**config.mk**
```make
export PLATFORM = sky130hd
export DESIGN_NAME = beat_gen
export DESIGN_NICKNAME = d
export VERILOG_FILES = /design/src/rtl/beat_pkg.sv /design/src/rtl/beat_dff.sv /design/src/rtl/beat_prescaler.sv /design/src/rtl/beat_gen.sv
export SDC_FILE = /design/constraint.sdc
export NUM_CORES = 1
export LEC_CHECK = 0
export BUFFER_PORTS_ARGS = -buffer_cell sky130_fd_sc_hd__buf_2
export CORE_UTILIZATION = 55
export CTS_CLUSTER_DIAMETER = 150
export DETAILED_ROUTE_END_ITERATION = 8
export HOLD_SLACK_MARGIN = 0.15
export PLACE_DENSITY_LB_ADDON = 0.12
export SETUP_SLACK_MARGIN = 0.1
export SLEW_MARGIN = 20
export SYNTH_ARGS = -nofsm -noshare
export SYNTH_HDL_FRONTEND = slang
export SYNTH_SLANG_ARGS = --single-unit
```
**constraint.sdc**
```tcl
create_clock -name clk -period 3.93 [get_ports clk]
set_input_delay 0.9825 -clock clk [delete_from_list [all_inputs] [get_ports clk]]
set_output_delay 0.9825 -clock clk [all_outputs]
set_load 0.02 [all_outputs]
```
**src/rtl/beat_pkg.sv**
```systemverilog
// Shared constants and helpers for the beat/tempo generator.
//   PERIOD_*  : tick periods in clk cycles for a 100 MHz system clock
//   DEF_PERIOD: reset tempo, a 1/32 s beat
//   beat_bw() : width of a beat index for a given beats-per-bar count
package beat_pkg;

    localparam int unsigned PERIOD_1_64S = 1562500;
    localparam int unsigned PERIOD_1_32S = 3125000;
    // 1/16 s needs N >= 23; listed for sequencer configurations built wider.
    localparam int unsigned PERIOD_1_16S = 6250000;
    localparam int unsigned DEF_PERIOD   = PERIOD_1_32S;

    // $clog2 with a floor of 1 so a single-beat bar still has a 1-bit index.
    function automatic int beat_bw(input int n);
        return (n <= 1) ? 1 : $clog2(n);
    endfunction

endpackage

```
**src/rtl/beat_dff.sv**
```systemverilog
// Enable register with synchronous active-low reset to a parameter value.
//   clk, reset_n : clock, synchronous active-low reset
//   en           : load d when high, hold otherwise
//   d / q        : W-bit data in / registered out
module beat_dff #(
    parameter int             W   = 1,
    parameter logic [W-1:0]   RST = '0
) (
    input  logic         clk,
    input  logic         reset_n,
    input  logic         en,
    input  logic [W-1:0] d,
    output logic [W-1:0] q
);

    always_ff @(posedge clk) begin
        if (!reset_n)
            q <= RST;
        else if (en)
            q <= d;
    end

endmodule

```
**src/rtl/beat_prescaler.sv**
```systemverilog
// N-bit down counter with forced load, hold, and reload-on-zero.
//   load     : force count <= load_val (wins over en)
//   en       : decrement; at zero reload from load_val instead
//   load_val : value loaded on a forced load or a zero reload
//   count    : registered counter value
//   zero     : count == 0 (decoded from the register)
module beat_prescaler #(
    parameter int           N         = 22,
    parameter logic [N-1:0] RST_COUNT = '0
) (
    input  logic         clk,
    input  logic         reset_n,
    input  logic         load,
    input  logic         en,
    input  logic [N-1:0] load_val,
    output logic [N-1:0] count,
    output logic         zero
);

    logic [N-1:0] count_d;

    assign zero = (count == '0);

    // Reload replaces the decrement at zero, so the counter never wraps.
    always_comb begin
        count_d = count - N'(1);
        if (load || zero)
            count_d = load_val;
    end

    beat_dff #(.W(N), .RST(RST_COUNT)) u_cnt (
        .clk(clk), .reset_n(reset_n), .en(load | en), .d(count_d), .q(count)
    );

endmodule

```
**src/rtl/beat_gen.sv**
```systemverilog
// Programmable beat/tempo generator.
//   enable    : count when high, hold count/beat_idx when low
//   restart   : reload prescaler from the committed period, clear beat_idx
//   period_we : stage period_in as pending; it commits at next reload/restart
//   tick      : one-cycle pulse every P enabled cycles
//   beat_idx  : beat within the bar, 0..BEATS_PER_BAR-1
//   bar       : pulse with the tick that wraps beat_idx to 0
//   count     : prescaler value, for observation
import beat_pkg::*;

module beat_gen #(
    parameter int N              = 22,
    parameter int DEFAULT_PERIOD = int'(DEF_PERIOD),
    parameter int BEATS_PER_BAR  = 4,
    parameter int BW             = beat_bw(BEATS_PER_BAR)
) (
    input  logic          clk,
    input  logic          reset_n,
    input  logic          enable,
    input  logic          restart,
    input  logic          period_we,
    input  logic [N-1:0]  period_in,
    output logic          tick,
    output logic [BW-1:0] beat_idx,
    output logic          bar,
    output logic [N-1:0]  count
);

    localparam logic [N-1:0]  RST_PERIOD = N'(DEFAULT_PERIOD);
    localparam logic [N-1:0]  RST_COUNT  = (DEFAULT_PERIOD <= 1) ? '0 : N'(DEFAULT_PERIOD - 1);
    localparam logic [BW-1:0] LAST_BEAT  = BW'(BEATS_PER_BAR - 1);

    logic [N-1:0]  active_period, pending, commit_val, load_val;
    logic          pending_valid, pending_valid_d;
    logic          zero, reload, commit, last;
    logic [BW-1:0] beat_d;

    // Restart outranks enable, so a zero count on a restart edge is not a reload.
    assign reload = enable & zero & ~restart;
    assign commit = restart | reload;

    // The value committed on this edge is the one staged before it; a write
    // landing on the same edge only becomes pending.
    assign commit_val = pending_valid ? pending : active_period;
    assign load_val   = (commit_val <= N'(1)) ? '0 : commit_val - N'(1);

    // A same-edge write keeps pending_valid set even though the old value commits.
    assign pending_valid_d = period_we | (pending_valid & ~commit);

    assign last   = (beat_idx == LAST_BEAT);
    assign beat_d = (restart || last) ? '0 : beat_idx + BW'(1);

    beat_prescaler #(.N(N), .RST_COUNT(RST_COUNT)) u_pre (
        .clk(clk), .reset_n(reset_n), .load(restart), .en(enable),
        .load_val(load_val), .count(count), .zero(zero)
    );

    beat_dff #(.W(N), .RST(RST_PERIOD)) u_active (
        .clk(clk), .reset_n(reset_n), .en(commit & pending_valid),
        .d(pending), .q(active_period)
    );

    beat_dff #(.W(N)) u_pending (
        .clk(clk), .reset_n(reset_n), .en(period_we), .d(period_in), .q(pending)
    );

    beat_dff #(.W(1)) u_pvalid (
        .clk(clk), .reset_n(reset_n), .en(1'b1), .d(pending_valid_d), .q(pending_valid)
    );

    beat_dff #(.W(BW)) u_beat (
        .clk(clk), .reset_n(reset_n), .en(commit), .d(beat_d), .q(beat_idx)
    );

    beat_dff #(.W(1)) u_tick (
        .clk(clk), .reset_n(reset_n), .en(1'b1), .d(reload), .q(tick)
    );

    beat_dff #(.W(1)) u_bar (
        .clk(clk), .reset_n(reset_n), .en(1'b1), .d(reload & last), .q(bar)
    );

endmodule

```
# After elaboration in Yosys (flattened, before gate mapping)
# Index checks and enable logic that the tools add are counted.
# classes
addsub,3
order_cmp,1
eq_ne,1
muxes,4
bitwise,10
n_reduce_logical,3
# op_table
cell,n
$mux 22,3
$sub 22x1->22 const B,2
$le 22x1->1 const B,1
$logic_not 22->1,1
$and 1x1->1,5
$or 1x1->1,3
$add 2x1->2 const B,1
$eq 2x2->1 const B,1
$logic_or 1x1->1,2
$mux 2,1
$not 1->1,2
# totals
register_bits,71
inputBits,27
out_inout_bits,26
word_cells,29

# Longest topological paths before layout
# Gate-level depths: netlist of the first run.
# depth
ltp_word,7
ltp_mapped,14
depth_no_buf,9

# Hierarchy
# A second synthesis of the first run with hierarchy kept.
# hier_totals
hier_cells,503
area_unflattened_um2,4468.0
# modules_own_cells
module,instances,cells_per_inst,area_per_inst_um2,seq_area_each_um2
beat_gen,1,165,1137.3,0.0
beat_dff (u_pending),1,71,857.1,440.4
beat_dff (u_active),1,71,818.3,440.4
beat_dff (u_pre.u_cnt),1,71,813.3,440.4
beat_prescaler,1,110,660.6,0.0
beat_dff (u_bar ...),3,3,36.3,20.0
beat_dff (u_beat),1,6,72.6,40.0

# Worst setup path before layout of the first run
# OpenSTA, ideal clock, no wires.
# synth_timing
path_type,register to register
startpoint,register u_pvalid.q
endpoint,register u_pre.u_cnt.q[9]
setup_time_ns,0.081
t_arrival_ns,2.914
required_time_ns,3.849
setup_slack_ns,0.936
path_stages_with_launch,14
n_path_buf,4
period_less_slack_ns,2.994
path_cell_list,dfxtp_1 -> buf_2 -> buf_2 -> buf_2 -> buf_1 -> mux2i_1 -> inv_1 -> ha_1 -> or2_2 -> o221a_2 -> nand4_2 -> o21ai_2 -> a211o_1 -> a41oi_1
# synth_via
elab_chain_len,4
word_cells_on_any_way,5
cone_classes,add/sub: 1; order compare: 1; mux: 3
# synth_lines
item,line_no,text
start: declaration,beat_dff.sv:13,output logic [W-1:0] q
start signal: assignment,beat_dff.sv:18,q <= RST;
start signal: assignment,beat_dff.sv:20,q <= d;
$mux 22 (*),beat_gen.sv:44,assign commit_val = pending_valid ? pending : active_period;
$sub 22x1->22 or $le 22x1->1 (tied branches),beat_gen.sv:45,assign load_val = (commit_val <= N'(1)) ? '0 : commit_val - N'(1);
$mux 22 (*),beat_gen.sv:45,
$mux 22 (*),beat_prescaler.sv:27,if (load || zero)
end signal: assignment,beat_dff.sv:18,
end signal: assignment,beat_dff.sv:20,
end: declaration,beat_dff.sv:13,
# Every way passes the cells marked *; elsewhere a longest branch is shown, timed or not.
# A chain may end at the register's enable or synchronous reset.

# Worst setup path after layout of the first run
# layout_timing
startpoint,register u_pvalid.q
endpoint,register u_pre.u_cnt.q[18]
# Same word-level chain as after synthesis.

==> results of run 1 <==
[layer usage]
layer | vias to the layer above | routed length (um) | GRT usage
li1 | 1851 | - | -
met1 | 1751 | 4890 | 0.391
met2 | 120 | 4530 | 0.432
met3 | 11 | 474 | 0.0504
met4 | 0 | 122 | 0.0733
met5 | - | 0 | 0
[worst min-delay path: stages (launching register included)]
cell,delay (ns)
dfxtp_1,0.32
nand2_1,0.05
a21boi_1,0.05
[metrics by stage]
stage | setup WS, ns | area (um^2) | total power (uW) | instances | util
2_1_floorplan | 0.936 | 4120 | 1030 | 487 | -
3_3_place_gp | 1.00 | 4430 | 1110 | 615 | 0.611
3_5_place_dp | 0.893 | 4430 | 1120 | 615 | 0.611
4_1_cts | 0.863 | 4630 | 1700 | 630 | 0.638
5_1_grt | 0.661 | 4630 | 1780 | 630 | 0.638
6_report | 0.864 | 4630 | 1700 | 630 | 0.638
[cells by family after synthesis]
group                    share of synthesized area
XOR/XNOR                                    0.0595
multiplexers                                 0.107
buffers and inverters                       0.0370
AND/OR/NAND/NOR                              0.268
adder cells (fa/ha/maj)                     0.0152
flip-flops                                   0.345
AO/OA/AOI/OAI                                0.169
[worst max-delay path by stage]
stage / from / endpoint / slack [ns] / cells past startpoint
after floorplan: u_pvalid.q / u_pre.u_cnt.q[9] / 0.94 / 13
after global placement: u_pvalid.q / u_pre.u_cnt.q[18] / 1.00 / 6
after detailed placement: u_pvalid.q / u_pre.u_cnt.q[18] / 0.89 / 6
after CTS: u_pvalid.q / u_pre.u_cnt.q[18] / 0.86 / 6
after global routing: u_pvalid.q / u_pre.u_cnt.q[18] / 0.66 / 6
final: u_pvalid.q / u_pre.u_cnt.q[18] / 0.86 / 6
[area by class of cell]
cell class / count / share of cell area
clock buffer: 12 / 0.0335
clock inverter: 3 / 0.00919
timing repair buffer: 59 / 0.0676
inverter: 6 / 0.00486
sequential: 71 / 0.307
tap: 99 / 0.0268
multi-input combinational: 380 / 0.551
[power breakdown]
part	switching, uW	internal [uW]
clock network	267	324
registers	58.1	760
logic	162	125
total	487	1210
[registers in the layout, summed over array words and instances, names as in the netlist]
signal	cells
u_pre.u_cnt.q	22
u_tick.q	1
u_beat.q	2
u_pending.q	22
u_active.q	22
u_bar.q	1
u_pvalid.q	1
[cell usage in the layout, fill, tap and decap left out, drive strengths merged, types with 3 or more instances in the layout]
| cell type | instances |
|---|---|
| o311ai | 4 |
| nor4 | 4 |
| nand3 | 20 |
| a21oi | 10 |
| nand2 | 61 |
| or3b | 4 |
| o211ai | 7 |
| buf | 59 |
| mux2i | 43 |
| o211a | 7 |
| a21boi | 11 |
| a31oi | 6 |
| o221a | 3 |
| inv | 5 |
| nor2 | 27 |
| clkbuf | 12 |
| or4b | 3 |
| nor4b | 3 |
| o2bb2ai | 5 |
| nand4b | 3 |
| xor2 | 12 |
| nand4 | 10 |
| or4 | 4 |
| xnor2 | 16 |
| ha | 5 |
| nor3 | 13 |
| dfxtp | 71 |
| or3 | 11 |
| nor2b | 28 |
| nor3b | 5 |
| o21ai | 20 |
==> reports/qor.csv, run 1 <==
metric,value,unit
outcome,"complete, no violations",
worstPathRequired,4.12,ns
synthFlopType,dfxtp_1,
synth-seq-area-share,0.345,
grt_max_degree,39,
ys_seq_elements,71,
grt_overflow_total,0,
clock-sinks,71,
worst_pin_slew,0.910,ns
cts_inserted_buffers,9,
maxSlewHeadroom,0.393,
worst_setup_path_start_kind,flop,
yosysTopAreaCell,dfxtp_1,
port_buffers,52,
r2r_start,u_pvalid.q,
drtIter0Drc,211,
area_growth,12.3,%
holdCritPathClass,reg2reg,
worst_path_max_delay_cell,dfxtp_2,
slew_violations,0,
place_hpwl,7090,um
place.gp.congestion,0.893,
final_net_count,559,
postSynthCellCount,487,
rsz0062_at_grt,false,
root_buffer,clkbuf_8,
wl_per_cell,15.9,um
die_x,88.6,um
r2r_cells,6,
finalCritPeriodShare,0.780,
drive_gt1_frac,0.151,
multi_input_area,0.00255,mm^2
diodes,0,
path_delay_family,simple AND/OR/NAND/NOR gates,
power_density,366,mW/mm^2
start_util,0.569,
cts_max_path_buffers,2,
ir_worst_vdd,0.000199,V
synth.most_common_cell,dfxtp_1,
yosysWarnings,0,
fillers,656,
path_max_fanout,36,
synth-edff-count,0,
min_from,u_active.q[20],
cts_tree,built,
fmax,326,MHz
antenna_found_initial,0,
rows,31,
hold_buffers,0,
hold_end,u_active.q[20],
ys_top_cells_by_area,"dfxtp_1 (34%), mux2i_1 (10%), nand2_1 (5.5%)",
postCtsSetupBuffers,0,
critical_path.n_buffers_inverters,0,
finalHoldViolCount,0,
critPathMaxStageDelay,0.81,ns
p_leak,0.00187,uW
insertion_delay,0.35,ns
synth-async-reset-ratio,0,
tns,0,ns
holdPathStages,2,
setup-violations-final,0,
ant_nets,0,
synth_top_area_frac,0.345,
syn_area_per_cell,8.47,um^2
period_needed,3.07,ns
syn-num-nets,519,
fin_worst_skew,0.0104,ns
dieHeight,88.6,um
path_class,reg2reg,
htree_num_levels,3,
post_cts_resized,0,
core,0.00725,mm^2
synth_commonest_cells,"dfxtp_1 (71), nand2_1 (60), mux2i_1 (43)",
r2r-end,u_pre.u_cnt.q[18],
synth_area,0.00412,mm^2
grt_pass1_vias,3369,
crit_arrival,3.25,ns
clk_pin_slew,0.07,ns
fin_hold_ws,0.472,ns
crit_path_end_kind,flop,
cap_violations,0,
vias_per_cell,5.93,
io_pins,53,
vias,3733,
firstDrtPassIters,5,
ff_latch_area,0.00142,mm^2
grt_usage,0.276,
die-area,0.00785,mm^2
drt-total-wl,10000,um
worstPathCellList,or4b_2 -> o22ai_1 -> nand4_2 -> o21ai_2 -> nand2b_1 -> o221ai_1,
drc_errors,0,
ff2ff_setup_slack,0.86,ns
grt_pass1_wl,16700,um
yosysUniqueCellTypes,68,
Power figures use the tool's default switching activity.
==> run 2: changes to the inputs <==
Clock period 3.93 ns to 3.1 ns, I/O delays scaled along.
==> run 2 against run 1 <==
Net effect:
- global-route usage shrank 0.89 points
- count of clock-buffer cells in the layout shrank 1
- worst setup slack lost 0.49 ns
- critical endpoint is now u_pre.u_cnt.q[9]
- register-to-register slack lost 0.49 ns
- maximum frequency grew 13%
- critical path depth grew 3
- non-clock buffer count grew 6
==> reports/qor.csv, run 2 (same netlist as run 1, synthesis figures left out) <==
metric,value,unit
fillers,671,
outcome,"complete, no violations",
cpMostUsedCell,buf_4,
layout_commonest_cell,dfxtp_1,
critPathMaxStageDelay,0.59,ns
post_cts_resized,0,
start_util,0.569,
r2r_cells,9,
drive_gt1_frac,0.162,
vias_per_cell,5.87,
clk_pin_slew,0.08,ns
grt_usage,0.267,
die-area,0.00785,mm^2
period_needed,2.72,ns
grt_pass1_vias,3453,
place.gp.congestion,0.904,
p_leak,0.00192,uW
min_from,u_active.q[0],
pwr-share-comb,0.165,
worst_setup_path_start_kind,flop,
reg.largest.list,"u_active.q (22), u_pending.q (22), u_pre.u_cnt.q (22)",
p_total,2240,uW
vias,3737,
firstDrtPassIters,4,
power_switching,636,uW
port_buffers,52,
holdPathStages,2,
critical_path.n_buffers_inverters,3,
rows,31,
clkPwrFrac,0.373,
hold_end,u_active.q[0],
path_class,reg2reg,
power_frac_seq,0.462,
grt_max_degree,38,
r2r-end,u_pre.u_cnt.q[9],
cts_tree,built,
fin_worst_skew,0.0128,ns
htree_num_levels,3,
area_growth,14.0,%
path_delay_family,buffers and inverters,
r2r_start,u_pvalid.q,
cap_violations,0,
internal_power,1600,uW
crit_arrival,2.91,ns
slew_violations,0,
maxSlewHeadroom,0.525,
tns,0,ns
grt_overflow_total,0,
switching_share,0.284,
insertion_delay,0.35,ns
place_hpwl,6970,um
drc_errors,0,
drtIter0Drc,186,
holdCritPathClass,reg2reg,
finalHoldViolCount,0,
power_density,476,mW/mm^2
rsz0062_at_grt,false,
antenna_found_initial,0,
ff_latch_area,0.00142,mm^2
worstPathRequired,3.28,ns
ir_worst_vdd,0.000289,V
worst_pin_slew,0.707,ns
final_net_count,565,
ant_nets,0,
setup-violations-final,0,
worst_path_max_delay_cell,dfxtp_2,
ff2ff_setup_slack,0.38,ns
crit_path_end_kind,flop,
cts_inserted_buffers,9,
postCtsSetupBuffers,0,
clock-sinks,71,
root_buffer,clkbuf_8,
multi_input_area,0.00255,mm^2
finalCritPeriodShare,0.879,
diodes,0,
die_x,88.6,um
wl_per_cell,15.5,um
drt-total-wl,9890,um
grt_pass1_wl,16200,um
io_pins,53,
fmax,367,MHz
dieHeight,88.6,um
final_cell_mix,"dfxtp_1 (70), nand2_1 (60), buf_2 (52), mux2i_1 (43), nor2b_1 (28)",
worstPathCellList,buf_4 -> or3b_1 -> a222oi_1 -> buf_4 -> nand4_2 -> o21ai_2 -> buf_4 -> a211o_1 -> a41oi_1,
cts_max_path_buffers,2,
path_max_fanout,22,
core,0.00725,mm^2
hold_buffers,0,
run 2: cell types whose count changed in the layout (fill, tap and decap cells not counted):
cell | before | now
clkbuf_8 | 11 | 10
clkinv_4 | 0 | 1
buf_4 | 7 | 13
bufinv_16 | 1 | 2
run 2: worst max path at each step:
stage	start	end	slack, ns	depth (start not counted)
5_1_grt	u_pvalid.q	u_pre.u_cnt.q[18]	0.19	8
4_1_cts	u_pvalid.q	u_pre.u_cnt.q[9]	0.39	9
2_1_floorplan	u_pvalid.q	u_pre.u_cnt.q[9]	0.11	13
3_5_place_dp	u_pvalid.q	u_pre.u_cnt.q[18]	0.42	8
6_report	u_pvalid.q	u_pre.u_cnt.q[9]	0.38	9
3_3_place_gp	u_pvalid.q	u_pre.u_cnt.q[18]	0.50	8
run 2: per-layer routing:
metal	track usage	part of all wire
met1	0.360	0.48
met2	0.426	0.45
met3	0.0532	0.050
met4	0.0938	0.017
met5	0	0
run 2: worst register-to-register path, cell delays in order, from the launching register on:
cell and delay (ns):
dfxtp_2 0.59, buf_4 0.34, or3b_1 0.37, a222oi_1 0.25, buf_4 0.21, nand4_2 0.17
o21ai_2 0.18, buf_4 0.23, a211o_1 0.12, a41oi_1 0.11
run 2: per-stage QoR:
| stage | hold slack, ns | cell area (um^2) | utilization | cells | setup WS [ns] |
|---|---|---|---|---|---|
| after floorplan | 0.440 | 4120 | - | 487 | 0.106 |
| after global placement | 0.456 | 4480 | 0.617 | 621 | 0.497 |
| after detailed placement | 0.459 | 4480 | 0.617 | 621 | 0.422 |
| after CTS | 0.481 | 4700 | 0.648 | 637 | 0.393 |
| after global routing | 0.505 | 4700 | 0.648 | 637 | 0.187 |
| final | 0.478 | 4700 | 0.648 | 637 | 0.375 |
run 2: cell type report:
type	instances	area share
multi-input combinational	380	0.543
sequential	71	0.303
timing repair buffer	65	0.0761
clock buffer	11	0.0301
tap	99	0.0264
clock inverter	5	0.0173
inverter	6	0.00479
run 2: power groups by stage:
stage / clock network, uW / registers (uW) / logic (uW)
final: 834 / 1030 / 370
after global routing: 888 / 1040 / 408
after CTS: 845 / 1030 / 369
after detailed placement: 0 / 1050 / 366
after global placement: 0 / 1050 / 361
after floorplan: 0 / 1060 / 248
